`src/rtl/dose_alarm_clock.sv`:
```
// Time-of-day clock (24 h hh:mm:ss) with N programmable hh:mm dose-alarm channels and latched pending flags.
// Latency: time, sec_pulse and pending update on the tick edge itself; set/alarm writes visible next cycle; alarm_any lags pending by one.
// Backpressure: none; every input is sampled each cycle, and enable=0 freezes the prescaler and time only.
module dose_alarm_clock #(
   parameter int CLK_HZ   = 50000000,
   parameter int N_ALARMS = 4,
   localparam int SEL_W   = (N_ALARMS > 1) ? $clog2(N_ALARMS) : 1
) (
   input  logic                CLOCK_50,
   input  logic                reset,
   input  logic                enable,
   input  logic                set,
   input  logic [4:0]          set_hours,
   input  logic [5:0]          set_minutes,
   input  logic [5:0]          set_seconds,
   input  logic                alarm_wr,
   input  logic [SEL_W-1:0]    alarm_sel,
   input  logic [4:0]          alarm_hours,
   input  logic [5:0]          alarm_minutes,
   input  logic                alarm_en,
   input  logic [N_ALARMS-1:0] ack,
   output logic [4:0]          hours,
   output logic [5:0]          minutes,
   output logic [5:0]          seconds,
   output logic                sec_pulse,
   output logic                set_err,
   output logic [N_ALARMS-1:0] alarm_pending,
   output logic                alarm_any
);

   localparam int PW = $clog2(CLK_HZ);
   localparam logic [PW-1:0] TERM = PW'(CLK_HZ - 1);

   logic [PW-1:0] presc;
   logic          tick;
   logic          set_ok;
   logic          sel_ok;
   logic          alarm_fields_ok;
   logic          wr_ok;
   logic [4:0]    hr_nx;
   logic [5:0]    min_nx;
   logic [5:0]    sec_nx;

   logic [4:0]          al_hr  [N_ALARMS];
   logic [5:0]          al_min [N_ALARMS];
   logic [N_ALARMS-1:0] al_en;
   logic [N_ALARMS-1:0] match;

   // A set on the same edge swallows the tick, whether or not the set is accepted.
   assign tick            = enable && !set && (presc == TERM);
   assign set_ok          = (set_hours <= 5'd23) && (set_minutes <= 6'd59) && (set_seconds <= 6'd59);
   assign sel_ok          = int'({1'b0, alarm_sel}) < N_ALARMS;
   assign alarm_fields_ok = (alarm_hours <= 5'd23) && (alarm_minutes <= 6'd59);
   assign wr_ok           = alarm_wr && sel_ok && alarm_fields_ok;

   // Time after one second, with the seconds -> minutes -> hours carry chain.
   always_comb begin
      sec_nx = seconds + 6'd1;
      min_nx = minutes;
      hr_nx  = hours;
      if (seconds == 6'd59) begin
         sec_nx = 6'd0;
         min_nx = minutes + 6'd1;
         if (minutes == 6'd59) begin
            min_nx = 6'd0;
            hr_nx  = (hours == 5'd23) ? 5'd0 : hours + 5'd1;
         end
      end
   end

   // A channel matches only when a tick lands on its hh:mm:00; loads through set never match.
   always_comb begin
      match = '0;
      for (int i = 0; i < N_ALARMS; i++) begin
         match[i] = tick && (sec_nx == 6'd0) && al_en[i] &&
                    (al_hr[i] == hr_nx) && (al_min[i] == min_nx);
      end
   end

   // Prescaler and time-of-day: reset > set > tick.
   always_ff @(posedge CLOCK_50 or posedge reset) begin
      if (reset) begin
         presc   <= '0;
         hours   <= '0;
         minutes <= '0;
         seconds <= '0;
      end else if (set) begin
         if (set_ok) begin
            presc   <= '0;
            hours   <= set_hours;
            minutes <= set_minutes;
            seconds <= set_seconds;
         end
      end else if (tick) begin
         presc   <= '0;
         hours   <= hr_nx;
         minutes <= min_nx;
         seconds <= sec_nx;
      end else if (enable) begin
         presc <= presc + PW'(1);
      end
   end

   // One-cycle status pulses that travel alongside the new time.
   always_ff @(posedge CLOCK_50 or posedge reset) begin
      if (reset) begin
         sec_pulse <= 1'b0;
         set_err   <= 1'b0;
      end else begin
         sec_pulse <= tick;
         set_err   <= (set && !set_ok) || (alarm_wr && sel_ok && !alarm_fields_ok);
      end
   end

   // Alarm channel settings and pending flags: write beats match, match beats ack.
   always_ff @(posedge CLOCK_50 or posedge reset) begin
      if (reset) begin
         al_en         <= '0;
         alarm_pending <= '0;
         for (int i = 0; i < N_ALARMS; i++) begin
            al_hr[i]  <= '0;
            al_min[i] <= '0;
         end
      end else begin
         for (int i = 0; i < N_ALARMS; i++) begin
            if (wr_ok && (alarm_sel == SEL_W'(i))) begin
               al_hr[i]         <= alarm_hours;
               al_min[i]        <= alarm_minutes;
               al_en[i]         <= alarm_en;
               alarm_pending[i] <= 1'b0;
            end else if (match[i]) begin
               alarm_pending[i] <= 1'b1;
            end else if (ack[i]) begin
               alarm_pending[i] <= 1'b0;
            end
         end
      end
   end

   // Summary flag, registered so it trails alarm_pending by one cycle.
   always_ff @(posedge CLOCK_50 or posedge reset) begin
      if (reset) alarm_any <= 1'b0;
      else       alarm_any <= |alarm_pending;
   end

endmodule
```
`config.mk`:
```
export PLATFORM = sky130hd
export DESIGN_NAME = dose_alarm_clock
export DESIGN_NICKNAME = d
export VERILOG_FILES = /design/src/rtl/dose_alarm_clock.sv
export SDC_FILE = /design/constraint.sdc
export NUM_CORES = 1
export LEC_CHECK = 0
export ABC_AREA = 1
export BUFFER_PORTS_ARGS = -buffer_cell sky130_fd_sc_hd__buf_2
export CAP_MARGIN = 20
export CORE_ASPECT_RATIO = 0.6
export CORE_MARGIN = 10
export CORE_UTILIZATION = 45
export CTS_CLUSTER_DIAMETER = 30
export DETAILED_ROUTE_END_ITERATION = 10
export GPL_TIMING_DRIVEN = 0
export PLACE_DENSITY_LB_ADDON = 0.15
export REMOVE_ABC_BUFFERS = 1
export SYNTH_ARGS = -nofsm -noshare
export SYNTH_HDL_FRONTEND = slang
export SYNTH_SLANG_ARGS = --single-unit
```
`constraint.sdc`:
```
create_clock -name CLOCK_50 -period 6.7 [get_ports CLOCK_50]
set_input_delay 0.67 -clock CLOCK_50 [delete_from_list [all_inputs] [get_ports CLOCK_50]]
set_output_delay 0.67 -clock CLOCK_50 [all_outputs]
set_load 0.02 [all_outputs]
```
==> summary.txt, run 1 <==
Run status
  • Outcome: finished, final reports clean

Synthesis
  • Register area share after synthesis: 41.1%
  • Ranking of synthesized cells by area: dfrtp_1 (41%), nand2_1 (14%), nand3_1 (6.6%)
  • Syn Area/Cell: 7.27 um^2
  • Mapped Cells: 820
  • Area share of the leading cell type in the synthesized netlist: 41.1%
  • Top_reg_cell synth: dfrtp_1
  • Post-synthesis register bit count: 98
  • Post-synth EDFFs: 0
  • Mapped cell area: 0.00596 mm^2
  • Largest area contributor in the synthesized netlist: dfrtp_1
  • Post-synth cell types: 39
  • Asr flop ratio synth: 100%
  • YS warnings: 0

STA
  • RSZ-0062 raised after global routing: no
  • Maximum clock frequency: 0.349 GHz
  • Min Tclk post-route: 2870 ps
  • Clk_skew: 9.41 ps
  • Final critical-path share of the clock period: 42.8%
  • Endpoints failing hold: 0
  • Slew headroom: 37.7%
  • Final setup violation count: 0
  • Worst slew pin tran: 930 ps
  • Setup TNS: 0 ps
  • Pins Over Slew Limit: 0

Power and ir drop
  • Pwr dens: 257 mW/mm^2
  • VDD IR-drop max: 0.000119 V
  • Lkg Pwr: 3.32 nW

Clock tree
  • Clock sinks: 98
  • H-tree depth: 3
  • Root Buffer Master: clkbuf_16
  • Clock buffer depth: 2
  • CTS clk-pin slew, worst paths: 70 ps
  • Post-CTS Setup Bufs: 0
  • CTS tree: done
  • Post-cts resize count: 0
  • Worst skew pair latency: 350 ps
  • Hold-fix buffers, CTS: 0
  • CTS Buf Count: 9

Final layout
  • Design Area, Final: 0.00677 mm^2
  • Final #Nets: 923
  • P&R area growth vs syn: 13.6%
  • Layout cells sized above 1: 14.4%
  • ANT cells: 0
  • Fin util: 52.5%

Routing
  • TritonRoute pass-1 iters: 7
  • Drc violations: 0
  • Vias/cell: 5.47
  • Routed WL per cell: 16.8 um
  • Iter 0 DRT Violations: 538
  • Post-DRT Antenna Nets: 0
  • Routed Wire Length: 17.7 mm
  • Via count: 5757

Floorplanning
  • Die width: 169 um
  • Die area: 0.0184 mm^2
  • Core area: 0.0129 mm^2
  • Initial Util: 46.2%
  • Die height: 109 um
  • FP Rows: 32
  • I/O pins: 64

Place
  • Input/output buffers: 63
  • GPL Wtd Cong: 0.921
  • Dpl cell area: 0.00648 mm^2
  • Detailed placement HPWL: 13.5 mm

GRT
  • Gr usage total: 19.3%
  • Antenna violations before repair: 0
  • Global routing's busiest layer: met1
  • GR Layer Usage met1: 28.9%
  • GRT overflow: 0
  • Met2 Use GR: 27.3%
  • Number of global-route vias before repair: 5374
  • First-pass GRT wire length: 28.5 mm
  • GR Util met3: 4.49%
  • Largest net degree at the start of global routing: 59

Job
  • Max Cap Viol: 0

Setup path
  • Setup CP Type: register to register
  • Setup slack, reg-to-reg: 3830 ps
  • RR Startpoint: seconds[0]
  • Nature of the critical path endpoint: register
  • Reg-to-reg endpoint: alarm_pending[0]
  • Worst EP required: 6980 ps
  • Nature of the critical path startpoint: register
  • CP Max Fanout: 23
  • Worst R2R Path Depth: 11
  • Worst path arrival time: 3140 ps

Worst hold path
  • HP Class: primary input to async pin
==> registers in the layout (all words and copies together), names as in the netlist <==
name / cells
presc: 26
al_min: 24
al_hr: 20
minutes: 6
seconds: 6
hours: 5
al_en: 4
alarm_pending: 4
alarm_any: 1
sec_pulse: 1
set_err: 1
==> Yosys cell counts, types with 4 or more instances <==
cell      number
a21oi_1       12
a31oi_1        4
buf_2         11
buf_6          4
clkbuf_1       6
dfrtp_1       98
ha_1           5
inv_1        100
inv_2          8
nand2_1      226
nand2_2        4
nand3_1       79
nand3_2        4
nand4_1       32
nor2_1        68
nor3_1        11
nor4_1         5
o211ai_1       8
o21ai_0       76
o22ai_1        9
or2_2          4
xnor2_1        4
xor2_1         9
==> through the flow <==
stage	instances	hold WS [ps]	power, mW	setup slack (ps)
final	1053	384	1.74	3830
after global routing	1053	423	1.85	3650
after CTS	1053	398	1.75	3880
after detailed placement	1037	479	1.22	3840
after global placement	1032	470	1.20	2130
after floorplan	799	453	1.06	3470
==> where the power goes <==
part | internal (mW) | switching [mW]
clock | 0.299 | 0.231
sequential | 0.674 | 0.0786
combinational | 0.155 | 0.300
total | 1.13 | 0.609
==> area by class of cell <==
cell class	instances	area, um^2
Clock buffer	11	243
Clock inverter	5	53.8
Fill cell	1242	6120
Inverter	108	408
Multi-Input combinational cell	593	3000
Sequential cell	98	2450
Tap cell	170	213
Timing Repair Buffer	68	399
==> worst max-delay path, cell delays in order, from the launching register on <==
cell and delay (ps):
dfrtp_1 520, ha_1 360, nand3_4 130, nor2_8 290, nand2_4 270, o21ai_4 300
nand2_1 220, nand2_1 100, nand3_1 70, nor2_1 250, nand3_1 150, a21oi_2 130
==> cell families (layout without fill, tap and decap cells) <==
group / after synthesis / in the layout / synth area share [%]
xor gates and xnor gates: 13 / 13 / 1.91
adders and majority gates: 5 / 5 / 1.05
AOI/OAI and AO/OA: 120 / 120 / 11.5
and+or+nand+nor: 455 / 455 / 35.5
buffers and inverters: 129 / 192 / 8.86
DFF: 98 / 98 / 41.1
==> cells in the final DEF, fill, tap and decap left out, drive strengths merged <==
cell / count
o22ai: 9
buf: 68
o211ai: 8
a22o: 1
ha: 5
bufinv: 1
a41oi: 1
nor3b: 2
nor2: 77
and3: 2
xor2: 9
a21oi: 14
xnor2: 4
o21ai: 78
nand2: 233
nand3: 84
nor3: 13
nor4: 7
a31oi: 4
nand4: 32
inv: 108
o21a: 2
clkbuf: 11
a22oi: 3
dfrtp: 98
clkinv: 4
or2: 5
==> worst max-delay path by stage <==
| stage | from | to | cells past startpoint |
|---|---|---|---|
| global placement | reset | al_hr[3] | 2 |
| finish | seconds[0] | alarm_pending[0] | 11 |
| detailed placement | set | presc[20] | 9 |
| floorplan | reset | al_en[0] | 1 |
| CTS | seconds[0] | alarm_pending[2] | 11 |
| global route | seconds[0] | alarm_pending[0] | 11 |
==> per-layer routing <==
| layer | vias up | routed length [um] |
|---|---|---|
| met3 | 11 | 1540 |
| met2 | 208 | 7040 |
| met5 | - | 0 |
| met4 | 0 | 132 |
| li1 | 2810 | - |
| met1 | 2728 | 9000 |
Note: power is estimated with default switching activity, not from simulation.
==> inputs of run 2 (changes only) <==
clock period = 2.3 ns   (was 6.7 ns; I/O delays follow)
==> run 2 against run 1 <==
  * Final cell count is 1.8% higher
  * Non-clock buffer count increased by 19
  * First-iteration DRC count up 3.5%
  * Core utilization grew 2.0 points
  * Clock skew shrank 0.71 ps
  * Hold slack worse by 250 ps
  * Die area unchanged
  * Sequential power grew to 2.9 times the previous value
  * Count of clock-buffer cells in the layout unchanged
  * Final area increased by 3.8%
  * Critical path depth is 1 higher
  * Register-to-register slack lost 3700 ps
  * Critical path type unchanged
  * Largest power group unchanged
==> summary.txt, run 2 (synthesized netlist as in run 1, its figures left out) <==
Place
  • Dpl cell area: 0.00648 mm^2 (unchanged)
  • Detailed placement HPWL: 13.5 mm (unchanged)
  • Input/output buffers: 63 (unchanged)
  • GPL Wtd Cong: 0.921 (unchanged)

Floorplanning
  • Initial Util: 46.2% (unchanged)
  • Die height: 109 um (unchanged)
  • Die area: 0.0184 mm^2 (unchanged)
  • Die width: 169 um (unchanged)
  • I/O pins: 64 (unchanged)
  • Core area: 0.0129 mm^2 (unchanged)
  • FP Rows: 32 (unchanged)

Clock tree
  • Clock sinks: 98 (unchanged)
  • CTS clk-pin slew, worst paths: 70 ps (about the same)
  • H-tree depth: 3 (unchanged)
  • Worst skew pair latency: 350 ps (about the same)
  • CTS Buf Count: 9 (unchanged)
  • Root Buffer Master: clkbuf_16
  • CTS tree: done
  • Clock buffer depth: 2 (unchanged)

Final layout
  • Top reg by flops: presc
  • Most common cell after layout, fill and taps aside: nand2_1
  • Final #Nets: 942 (+2.1%)
  • P&R area growth vs syn: 17.9%
  • Most frequent cells in the layout: nand2_1 (222), inv_1 (99), dfrtp_1 (93)
  • Top Registers: presc x26, al_min x24, al_hr x20
  • Largest register FFs: 26 (unchanged)
  • Design Area, Final: 0.00703 mm^2 (+3.8%)
  • Layout cells sized above 1: 18.7% (+4.4 points)
  • ANT cells: 0 (unchanged)

Setup path
  • Nature of the critical path startpoint: register
  • Nature of the critical path endpoint: register
  • RR Startpoint: seconds[0]
  • Setup slack, reg-to-reg: 140 ps (-3690 ps)
  • CP most frequent cell: nand2_1
  • Max stage delay cell, worst path: dfrtp_2
  • Setup CP Type: register to register
  • Reg-to-reg endpoint: alarm_pending[2]
  • Worst path arrival time: 2440 ps (-700 ps)
  • CP Max Fanout: 10 (-57%)
  • Worst EP required: 2580 ps (-4400 ps)
  • Critical path's largest stage delay: 440 ps (-80 ps)
  • Worst R2R Path Depth: 12 (+1)
  • CP cell instances: ha_4 > nand3_4 > nor2_8 > buf_6 > nand2_1 > nand2_1 > nand3_2 > nand2_1 > nand3_1 > nor2_2 > nand3_1 > a21oi_2

GRT
  • Largest net degree at the start of global routing: 59 (unchanged)
  • Number of global-route vias before repair: 5414 (+0.74%)
  • Antenna violations before repair: 0 (unchanged)
  • First-pass GRT wire length: 28.7 mm (+0.65%)
  • Gr usage total: 19.4% (+0.13 points)
  • GRT overflow: 0 (unchanged)

Routing
  • Routed Wire Length: 18.0 mm (+1.4%)
  • Routed WL per cell: 16.7 um (-0.40%)
  • Via count: 5862 (+1.8%)
  • Post-DRT Antenna Nets: 0 (unchanged)
  • Drc violations: 0 (unchanged)
  • Vias/cell: 5.47 (about the same)
  • TritonRoute pass-1 iters: 5 (-2)
  • Iter 0 DRT Violations: 557 (+3.5%)

Job
  • Max Cap Viol: 0 (unchanged)

Power and ir drop
  • VDD IR-drop max: 0.000350 V (+190%)
  • Pwr dens: 738 mW/mm^2 (+190%)
  • Lkg Pwr: 3.42 nW (+2.8%)

STA
  • Clk_skew: 8.70 ps (-0.709 ps)
  • Pins Over Slew Limit: 0 (unchanged)
  • Final setup violation count: 0 (unchanged)
  • Endpoints failing hold: 0 (unchanged)
  • Maximum clock frequency: 0.463 GHz (+33%)
  • Hold WS: 133 ps (-252 ps)
  • Slew headroom: 37.9% (+0.22 points)
  • Final critical-path share of the clock period: 93.9% (+51 points)
  • Min Tclk post-route: 2160 ps (-710 ps)
  • Worst slew pin tran: 927 ps (-3.33 ps)

Worst hold path
  • HP Class: primary input to register
  • Worst hold start: ack[3]
  • Hold path depth: 3
  • Hold EP: alarm_pending[3]

Run status
  • Outcome: finished, final reports clean
## run 2: worst max path at each step
| stage | end | from | cells after the start |
|---|---|---|---|
| 3_3_place_gp | al_hr[3] | reset | 2 |
| 5_1_grt | alarm_pending[3] | presc[1] | 13 |
| 6_report | alarm_pending[2] | seconds[0] | 12 |
| 2_1_floorplan | al_en[0] | reset | 1 |
| 4_1_cts | alarm_pending[3] | minutes[0] | 10 |
| 3_5_place_dp | alarm_pending[2] | seconds[0] | 11 |
## run 2: final cells by class
cell class / instances / area [um^2]
clock buffers: 11 / 243
clock inverters: 5 / 53.8
fillers: 1220 / 5860
inverters: 108 / 410
multi-input cells: 593 / 3100
flip-flops and latches: 98 / 2460
well taps: 170 / 213
repair buffers: 87 / 548
## run 2: per-layer routing
layer / GRT usage (%) / vias to the layer above / wire length (um)
met5: 0 / - / 0
met4: 4.70 / 0 / 164
met3: 4.85 / 16 / 1570
met2: 27.4 / 194 / 7240
met1: 28.9 / 2799 / 8980
li1: - / 2853 / -
## run 2: worst max-delay path, delay by kind of cell, from the launching register on
kind / cells / cell delay [ps]
simple gates: 9 / 1170
flops: 1 / 440
fa+ha+maj: 1 / 190
buf+inv: 1 / 160
compound gates: 1 / 130
## run 2: report_power, final
| group | leakage (nW) | internal [mW] | switching (mW) |
|---|---|---|---|
| Clock | 0.149 | 0.871 | 0.677 |
| Sequential | 1.24 | 1.97 | 0.228 |
| Combinational | 2.02 | 0.531 | 0.911 |
| Total | 3.42 | 3.37 | 1.82 |
## run 2: what timing repair did
| action | in CTS | in global routing |
|---|---|---|
| gates resized for setup | 14 | 18 |
| setup buffers | 6 | 12 |
| gates cloned | 0 | 0 |
| pin swaps | 3 | 2 |
| hold endpoints to repair | 40 | 0 |
| endpoints found under the setup margin | 17 | 20 |
| hold buffers | 1 | 0 |
## run 2: metrics by stage
stage                     utilization (%)  worst slack, ps  power (mW)  instances  TNS (ps)
final                                54.5              141        5.19       1072         0
after global routing                 54.5            -11.7        5.51       1072     -11.7
after CTS                            53.3             1.33        5.13       1060         0
after detailed placement             50.2             -498        3.54       1037     -2750
after global placement               49.4            -1830        3.48       1032   -206080
after floorplan                         -             -492        3.09        799    -48220
==> inputs of run 3 (changes only) <==
PLACE_DENSITY = 0.66   (was default)
PLACE_DENSITY_LB_ADDON = default   (was 0.15)
==> run 3 against run 2 <==
  * Sequential power is essentially flat
  * Critical path type unchanged
  * Fmax shrank 0.38%
  * Highest routed layer unchanged
  * First-iteration DRC count grew 13%
  * Critical endpoint is now alarm_pending[1]
==> summary.txt, run 3 (synthesized netlist as in run 1, its figures left out) <==
Job
  • Max Cap Viol: 0 (unchanged)

Final layout
  • Post-route insts no fill: 1062 (-0.93%)
  • Reg area: 0.00246 mm^2 (unchanged)
  • Top reg by flops: presc
  • Most frequent cells in the layout: nand2_1 (221), inv_1 (98), dfrtp_1 (93)
  • Design Area, Final: 0.00697 mm^2 (-0.87%)
  • Area of the multi-input gates: 0.00311 mm^2 (+0.32%)
  • ANT cells: 0 (unchanged)
  • Largest register FFs: 26 (unchanged)
  • Top Registers: presc x26, al_min x24, al_hr x20
  • Final #Nets: 932 (-1.1%)
  • Fillcell total: 1261 (+3.4%)
  • Fin util: 54.1% (-0.48 points)
  • Most common cell after layout, fill and taps aside: nand2_1
  • Layout cells sized above 1: 18.0% (-0.69 points)
  • P&R area growth vs syn: 16.9%

STA
  • Setup TNS: 0 ps (unchanged)
  • Slew headroom: 32.4% (-5.5 points)
  • Final setup violation count: 0 (unchanged)
  • Final critical-path share of the clock period: 94.3% (+0.36 points)
  • Pins Over Slew Limit: 0 (unchanged)
  • Min Tclk post-route: 2170 ps (+8.34 ps)
  • Clk_skew: 7.12 ps (-1.57 ps)
  • Endpoints failing hold: 0 (unchanged)
  • Worst slew pin tran: 1010 ps (+83.6 ps)
  • Maximum clock frequency: 0.461 GHz (-0.38%)

Power and ir drop
  • Pwr dens: 743 mW/mm^2 (+0.77%)
  • Lkg Pwr: 3.36 nW (-1.6%)
  • VDD IR-drop max: 0.000347 V (-0.81%)

Worst hold path
  • HP Class: primary input to register
  • Hold path depth: 3 (unchanged)
  • Worst hold start: ack[3]

Place
  • GPL Wtd Cong: 0.948 (+2.9%)
  • Input/output buffers: 63 (unchanged)
  • Dpl cell area: 0.00646 mm^2 (-0.29%)
  • Detailed placement HPWL: 12.9 mm (-4.5%)
  • Placed insts: 1036 (-0.096%)

Routing
  • TritonRoute pass-1 iters: 5 (unchanged)
  • Iter 0 DRT Violations: 629 (+13%)
  • Post-DRT Antenna Nets: 0 (unchanged)
  • Vias/cell: 5.42 (-0.88%)
  • Routed Wire Length: 17.3 mm (-3.7%)
  • Via count: 5756 (-1.8%)
  • Routed WL per cell: 16.3 um (-2.8%)
  • Drc violations: 0 (unchanged)

Setup path
  • Critical Path Start: minutes[0]
  • RR Startpoint: minutes[0]
  • CP Max Fanout: 23 (+13)
  • Reg-to-reg endpoint: alarm_pending[1]
  • Worst R2R Path Depth: 11 (-1)
  • Nature of the critical path endpoint: register
  • Critical Path End: alarm_pending[1]
  • Nature of the critical path startpoint: register
  • Setup CP Type: register to register
  • Worst path arrival time: 2440 ps (about the same)
  • Setup slack, reg-to-reg: 130 ps (about the same)
  • Worst EP required: 2570 ps (about the same)

GRT
  • Gr usage total: 19.0% (-0.39 points)
  • Number of global-route vias before repair: 5251 (-3.0%)
  • Antenna violations before repair: 0 (unchanged)
  • Largest net degree at the start of global routing: 66 (+12%)
  • GRT overflow: 0 (unchanged)
  • First-pass GRT wire length: 28.2 mm (-1.6%)

Clock tree
  • Root Buffer Master: clkbuf_16
  • CTS tree: done
  • H-tree depth: 3 (unchanged)
  • CTS clk-pin slew, worst paths: 70 ps (about the same)
  • Clock buffer depth: 2 (unchanged)
  • CTS Buf Count: 9 (unchanged)
  • Worst skew pair latency: 350 ps (about the same)
  • Clock sinks: 98 (unchanged)

Floorplanning
  • Die height: 109 um (unchanged)
  • FP Rows: 32 (unchanged)
  • Die width: 169 um (unchanged)
  • Core area: 0.0129 mm^2 (unchanged)
  • Die area: 0.0184 mm^2 (unchanged)
  • I/O pins: 64 (unchanged)
  • Initial Util: 46.2% (unchanged)

Run status
  • Outcome: finished, final reports clean
-- run 3: power breakdown --
group	internal, mW	switching (mW)
logic	0.493	0.902
clock network	0.907	0.682
registers	1.97	0.227
-- run 3: area by class of cell --
type	instances	share of cell area, %
Clock buffer	11	3.63
Clock inverter	5	0.898
Inverter	108	5.89
Multi-Input combinational cell	593	44.7
Sequential cell	98	35.3
Tap cell	170	3.05
Timing Repair Buffer	77	6.57
-- run 3: routing by layer --
metal  wire, um  part of all wire [%]  global-route usage [%]
met3       1820                    11                    5.75
met1       8810                    51                    29.6
met4        161                  0.93                    3.84
met5          0                     0                       0
met2       6500                    38                    24.7
-- run 3: stage by stage --
step                      worst slack, ps  hold slack [ps]  power, mW
after floorplan                      -492              351       3.09
after global placement              -1810              473       3.49
after detailed placement             -493              285       3.52
after CTS                            27.6              129       5.14
after global routing                -13.4              124       5.51
final                                 132              138       5.18
-- run 3: worst min path at each step --
stage                  endpoint  slack (ps)
6_report       alarm_pending[3]         140
5_1_grt        alarm_pending[2]         120
4_1_cts        alarm_pending[3]         130
3_5_place_dp          al_hr[11]         280
3_3_place_gp          alarm_any         470
2_1_floorplan          al_hr[0]         350
-- run 3: timing repair --
action                                  in CTS  in global routing
hold buffers                                 1                  0
endpoints found under the hold margin       33                  0
pin swaps                                    4                  2
setup buffers                                6                  3
endpoints found under the setup margin       8                 26
gates resized for setup                     12                 21
-- run 3: critical path, stage by stage, from the launching register on --
cell	delay, ps
dfrtp_2	450
ha_4	210
nand3_1	140
nor2_4	190
nand2_8	160
o21ai_4	200
nand2_2	130
nand2_1	80
nand3_1	70
nor2_1	220
nand3_1	110
a21oi_1	130
